[src/rtl/instruction_fetch.sv]
// Instruction fetch stage: BOOT/RUN/HALT sequencer, PC, IF/ID register and range/alignment fault capture.
// Optional: define FETCH_ALIGN_CHECK_EN to halt on misaligned redirect targets instead of truncating them.
module instruction_fetch #(
    parameter logic [63:0] RESET_PC  = 64'h0,
    parameter int unsigned MEM_LIMIT = 256
) (
    input  logic        clk,
    input  logic        rst_n,
    output logic [63:0] imem_addr,
    input  logic [31:0] imem_data,
    input  logic        stall,
    input  logic        redirect,
    input  logic [63:0] redirect_pc,
    output logic        if_valid,
    output logic [63:0] if_pc,
    output logic [31:0] if_instr,
    output logic        halted,
    output logic        fault,
    output logic [63:0] fault_pc
);

    localparam logic [63:0] LAST_PC = 64'(MEM_LIMIT) - 64'd4;

    typedef enum logic [1:0] {
        BOOT,
        RUN,
        HALT
    } state_t;

    state_t      state_q;
    logic [63:0] pc_q;
    logic        if_valid_q;
    logic [63:0] if_pc_q;
    logic [31:0] if_instr_q;
    logic        halted_q;
    logic        fault_q;
    logic [63:0] fault_pc_q;

    logic [63:0] pc_inc_d;
    logic [63:0] redir_pc_d;
    logic        misaligned_d;
    logic        out_of_range_d;

    always_comb begin
        pc_inc_d       = pc_q + 64'd4;
        redir_pc_d     = redirect_pc & ~64'h3;
        out_of_range_d = (pc_q > LAST_PC);
`ifdef FETCH_ALIGN_CHECK_EN
        misaligned_d   = (redirect_pc[1:0] != 2'b00);
`else
        misaligned_d   = 1'b0;
`endif
    end

    always_ff @(posedge clk or negedge rst_n) begin
        if (!rst_n) begin
            state_q    <= BOOT;
            pc_q       <= RESET_PC;
            if_valid_q <= 1'b0;
            if_pc_q    <= '0;
            if_instr_q <= '0;
            halted_q   <= 1'b0;
            fault_q    <= 1'b0;
            fault_pc_q <= '0;
        end else begin
            unique case (state_q)
                BOOT: state_q <= RUN;
                RUN: begin
                    // Priority: redirect > range fault > stall > advance.
                    if (redirect && misaligned_d) begin
                        state_q    <= HALT;
                        halted_q   <= 1'b1;
                        fault_q    <= 1'b1;
                        fault_pc_q <= redirect_pc;
                        if_valid_q <= 1'b0;
                    end else if (redirect) begin
                        pc_q       <= redir_pc_d;
                        if_valid_q <= 1'b0;
                    end else if (out_of_range_d) begin
                        state_q    <= HALT;
                        halted_q   <= 1'b1;
                        fault_q    <= 1'b1;
                        fault_pc_q <= pc_q;
                        if_valid_q <= 1'b0;
                    end else if (!stall) begin
                        if_instr_q <= imem_data;
                        if_pc_q    <= pc_q;
                        if_valid_q <= 1'b1;
                        pc_q       <= pc_inc_d;
                    end
                end
                HALT: begin
                    halted_q   <= 1'b1;
                    if_valid_q <= 1'b0;
                end
                default: state_q <= HALT;
            endcase
        end
    end

    assign imem_addr = pc_q;
    assign if_valid  = if_valid_q;
    assign if_pc     = if_pc_q;
    assign if_instr  = if_instr_q;
    assign halted    = halted_q;
    assign fault     = fault_q;
    assign fault_pc  = fault_pc_q;

endmodule

[config.mk]
export PLATFORM = sky130hd
export DESIGN_NAME = instruction_fetch
export DESIGN_NICKNAME = d
export VERILOG_FILES = /design/src/rtl/instruction_fetch.sv
export SDC_FILE = /design/constraint.sdc
export NUM_CORES = 1
export LEC_CHECK = 0
export ABC_AREA = 1
export CORE_UTILIZATION = 43
export DETAILED_ROUTE_END_ITERATION = 12
export PLACE_DENSITY = 0.71
export SLEW_MARGIN = 20
export SYNTH_ARGS = -nofsm -noshare
export SYNTH_HDL_FRONTEND = slang
export SYNTH_SLANG_ARGS = --single-unit
[constraint.sdc]
create_clock -name clk -period 2 [get_ports clk]
set_input_delay 0.5 -clock clk [delete_from_list [all_inputs] [get_ports clk]]
set_output_delay 0.5 -clock clk [all_outputs]
set_load 0.03 [all_outputs]
* Word level (Yosys, flattened, before mapping)
Index checks and enable logic that the tools add are counted.
Word-level totals: flip-flop bits (word level) 229, latch bits 0, memory bits (writable) 0, ROM bits 0, output and inout port bits 227, memories kept 0
Operators by class: add/sub/neg operators 1, $mul 0, divide/modulo/power cells 0, order comparisons 1, equality and inequality tests 7, shifts and indexed selects 0, muxes and demuxes 13, bitwise gates (word level) 4, reduce and logical (&&, ||, !) cells 8
Operator list (number):
- 64-bit 2-to-1 mux | 3
- 64-bit by 3-bit adder with 64-bit output, second input constant | 1
- 64-bit by 8-bit > comparator with 1-bit output, second input constant | 1
- 3-bit AND reduction | 4
- 2-bit != test, second input constant | 3
- 2-bit case mux with 3 select lines | 1
- 1-bit 2-to-1 mux | 5
- 2-bit 2-to-1 mux | 2
- 4-bit != test, second input constant | 1
- 1-bit inverter | 4
- 1-bit case mux with 2 select lines | 2
- 4-bit AND reduction | 1
- 2-bit by 1-bit equality test with 1-bit output, second input constant | 1
- 2-bit equality test, second input constant | 1
- 2-bit zero test | 1
- 2-bit by 1-bit != test with 1-bit output, second input constant | 1
- 2-bit AND reduction | 1
- 2-bit nonzero test | 1

* Longest topological paths before layout
depth in word-level cells 4, mapped depth 13, mapped depth without buffers 12

* Worst setup path before layout
OpenSTA, ideal clock, no wires.
path kind reg2reg, from register pc_q[2], in the netlist imem_addr[2], to register pc_q[42], in the netlist imem_addr[42], setup time 0.117 ns, arrival 1.922 ns, required time 1.883 ns, slack -0.039 ns, stages on the path, launching flop included 13, path buffers 0, clock period less this slack 2.039 ns, cells stage by stage dfrtp_1 ha_1 nand2_1 nor2_1 nand2_1 nor2_4 nand2_1 nor2_2 nand2_1 nand2_1 nand3_1 nand2_1 nand2_1
On the way: word-level cells in the longest chain between the ends 4, elaborated cells on any way between the ends 7
Ends and longest elaborated chain:
- from (decl) | RTL line 31 | logic [63:0] pc_q;
- from (signal assigned) | RTL line 77 | pc_q <= redir_pc_d;
- from (signal assigned) | RTL line 89 | pc_q <= pc_inc_d;
- 64-bit by 3-bit adder with 64-bit output | RTL line 45 | pc_inc_d = pc_q + 64'd4;
- 64-bit 2-to-1 mux | RTL line 85 | end else if (!stall) begin
- 64-bit 2-to-1 mux | RTL line 79 | end else if (out_of_range_d) begin
- 64-bit 2-to-1 mux | RTL line 76 | end else if (redirect) begin
Several ways; a longest one is shown, not always the timed one. The select of a mux whose other input is x is not followed. A chain may end at the register's enable or synchronous reset.

* Worst setup path after layout
from register pc_q[23], in the netlist imem_addr[23], to output port imem_addr[23]
RTL lines:
- to (decl) | RTL line 9 | output logic [63:0] imem_addr,
No word-level cell between the ends.

==> results.env <==
DATA_REQUIRED_CRITICAL_PATH_NS=1.50
TIMING.MAX_SLEW.REL_SLACK=0.6284
CLOCKROOTBUFFER='sky130_fd_sc_hd__clkbuf_16'
WL_PER_CELL_UM=18.17
OUTCOME='completed'
TIMING.FINAL.CRIT_SHARE=0.9835
SYN_AREA_UM2=10820
SHARE_SEQ_OF_TOTAL_POWER=0.324
PRE_CTS_WS_NS=-0.06317
ESTIMATED_WIRELENGTH_OF_THE_DETAIL_PLACED_DESIGN_MM=29.84
YOSYS_WARNINGS=0
CLK_TRANSITION_REPORTED_PATHS_NS=0.06
SYN_AREA_PER_CELL_UM2=7.333
LAYOUT.FILLER_CELLS=2196
GRT_SETUP_UNREPAIRED='yes'
CTS_TREE='done'
CLOCK_TREE.BUFFER_DEPTH=3
RESIDUAL_DRC_COUNT=0
INTERNAL-POWER_W=0.01137
NUMPORTBUFFERS=318
TIMING.FINAL.MAX_SLEW_VIOLATIONS=0
DIEAREA_UM2=25810
R2R_SETUP_SLK_NS=0.04
AREA_OVERHEAD_VS_SYNTH_PCT=50.35
WORSTPATHARRIVAL_NS=1.47
P_LEAK_nW=8.286
FLOORPLAN.IO_PINS=327
DRT_ITER0_MARKERS=862
FINAL_DESIGN_UTILIZATION=0.6634
MIN_PATH_CELLS=5
VIAS_PER_CELL=5.030
MAX-VDD-IR-DROP_mV=0.8380
ROUTED-VIA-COUNT=11340
SW_FRAC_OF_TOTAL=0.4211
POWER.SWITCHING_W=0.008267
R2R-END='imem_addr[8]'
RR_STARTPOINT='imem_addr[23]'
POWER.DENSITY_CELL_AREA_nW_PER_UM2=1206
PLACEMENT_ROWS=57
POST_SYNTH_INST_COUNT=1476
FINAL-HOLD-VIOLATION-COUNT=0
CLOCK_SKEW_NS=0.009433
MULTI_INPUT_AREA_UM2=4554
YS_FF_LATCH=223
CLK-INSERTION-DELAY-LATE_NS=0.53
TIMING.REG2REG.WORST_PATH_DEPTH=12
TIMING.CRITICAL_PATH.TO_TYPE='output port'
GRT_PASS1_VIAS=10700
HOLD_CLASS='in2reg'
HOLDCRITSTARTPOINT='redirect'
CTS.SINK_COUNT=223
REGAREA_UM2=5585
NUMCTSBUFFERS=25
ANTENNA_FOUND_INITIAL=1
WORSTSETUPSTARTPOINTTYPE='flip-flop'
POWER.SHARE.CLOCK=0.239
COMB_POWER_SHARE=0.437
CRITPATHLAUNCH='imem_addr[23]'
WORSTMARGINPINSLEW_NS=0.5574
SYNTH_CELL_TYPE_COUNT=34
PLACE.GP.CONGESTION=0.9845
MAX_CAP_VIOL_COUNT=0
GRT_OVERFLOW_TOTAL=0
START_UTIL=0.4412
CRIT_FANOUT=4
TIMING.SETUP.CRITICAL_PATH_CLASS='reg2out'
DESIGN.FINAL.NETS=2017
TOTAL_ROUTING_USAGE_GR=0.2974
FINAL_LAYOUT_SIZE_SUFFIX_GT1_FRAC=0.1316
FINAL.SETUP.TNS_NS=0
FINALWORSTSETUPSLACK_NS=0.03298
GLOBAL_ROUTE_WIRE_LENGTH_BEFORE_REPAIR_MM=59.62
TOTAL_OF_ENDPOINTS_WITH_NEGATIVE_SETUP_SLACK_IN_THE_FINAL_REPORT=0
GRT_START_MAX_NET_PINS=63
ACHIEVABLE-FREQUENCY_MHz=508.4
DIE_W_UM=160.7
YOSYSSEQAREASHARE=0.5155
DR.PASS1.ITERS=5
WL_MM=40.98
DIE_HEIGHT_UM=160.7
HOLD-PATH-ENDPOINT='imem_addr[33]'
ANTENNA_VIOLATING_NETS_POST_ROUTE=0
PERIOD_MINUS_SLACK_NS=1.967
CORE-AREA_UM2=24530
HTREE_LEVELS=1
area by class of cell:
class,instances,area share
inverters,153,0.03652
flip-flops and latches,223,0.3432
repair buffers,460,0.2644
diodes,1,0.0001538
clock inverters,8,0.007534
multi-input cells,1050,0.2798
clock buffers,36,0.04344
well taps,324,0.02491
cells in the mapped netlist (all sizes together):
master,instances,share of area
ha,4,0.0046
buf,31,0.019
xor2,5,0.0040
nand2,537,0.19
nor4,1,0.00058
a21oi,16,0.0074
dfrtp,223,0.52
nor3,11,0.0051
o22ai,1,0.00058
inv,153,0.053
mux2i,1,0.00092
o21bai,1,0.00069
clkbuf,24,0.0084
nand4,23,0.013
and2,1,0.00058
nor2,273,0.097
conb,1,0.00035
o21ai,94,0.043
a22oi,3,0.0021
nand3,67,0.033
or2,2,0.0012
o31ai,3,0.0021
a31oi,1,0.00058
worst max path at each step:
stage               slack [ns]             to  cells after the start
finish                    0.03  imem_addr[23]                      2
global route             -0.05  imem_addr[42]                     12
CTS                      0.002   imem_addr[6]                      1
detailed placement       -0.06  imem_addr[42]                     12
global placement         -0.06  imem_addr[42]                     12
floorplan                 0.08  imem_addr[42]                     12
kinds of logic after synthesis:
logic type      after synthesis  synth area share
flops                       223            0.5155
xor+xnor                      5          0.004046
other cells                   1         0.0003464
buf+inv                     208           0.08022
compound gates              119           0.05687
fa+ha+maj                     4          0.004624
simple gates                915            0.3374
mux                           1         0.0009248
registers in the layout, indices dropped and copies added (netlist names):
signal,count
halted,1
fault,1
fault_pc,62
imem_addr,62
state_q,2
if_instr,32
if_valid,1
if_pc,62
worst max-delay path: stages (launching register included):
cell	delay, ns
sky130_fd_sc_hd__dfrtp_1	0.45
sky130_fd_sc_hd__buf_4	0.19
sky130_fd_sc_hd__clkdlybuf4s15_2	0.30
metrics by stage:
step	power [W]	instances	hold WS [ns]	area (um^2)
after floorplan	0.01093	1481	0.2044	10850
after global placement	0.01525	2196	0.4573	15250
after detailed placement	0.01536	2196	0.4604	15250
after CTS	0.01938	2242	0.4357	15870
after global routing	0.02065	2255	0.4653	16270
final	0.01963	2255	0.4540	16270
power groups by stage:
stage / sequential, W / combinational, W / clock [W]
3_5_place_dp: 0.00642 / 0.00893 / 0
6_report: 0.00635 / 0.00858 / 0.00470
3_3_place_gp: 0.00639 / 0.00886 / 0
2_1_floorplan: 0.00869 / 0.00224 / 0
4_1_cts: 0.00634 / 0.00831 / 0.00473
5_1_grt: 0.00649 / 0.00921 / 0.00496
layout by cell type (no fill, tap or decap), drive strengths merged, types with 14 or more instances in the layout:
cell           instances
buf                  137
a21oi                 16
o21ai                 94
inv                  153
nor2                 273
clkdlybuf4s50         95
nand3                 67
dfrtp                223
nand4                 23
nand2                537
clkdlybuf4s15         14
dlygate4sd2          198
clkbuf                51
layer usage:
layer | GRT usage | routed length, um | vias to the layer above
met5 | 0 | 0 | -
met4 | 0.09913 | 1489 | 0
met3 | 0.04752 | 2781 | 97
met2 | 0.5189 | 20230 | 489
met1 | 0.3747 | 16480 | 5338
li1 | - | - | 5418
repair_timing:
item                                    in CTS  in global routing
endpoints found under the hold margin       54                  0
setup buffers                                0                  2
gates cloned                                 1                 10
endpoints found under the setup margin     241                182
hold buffers                                 1                  0
gates resized for setup                    234                 91
pin swaps                                    0                 10
Power figures use the tool's default switching activity.
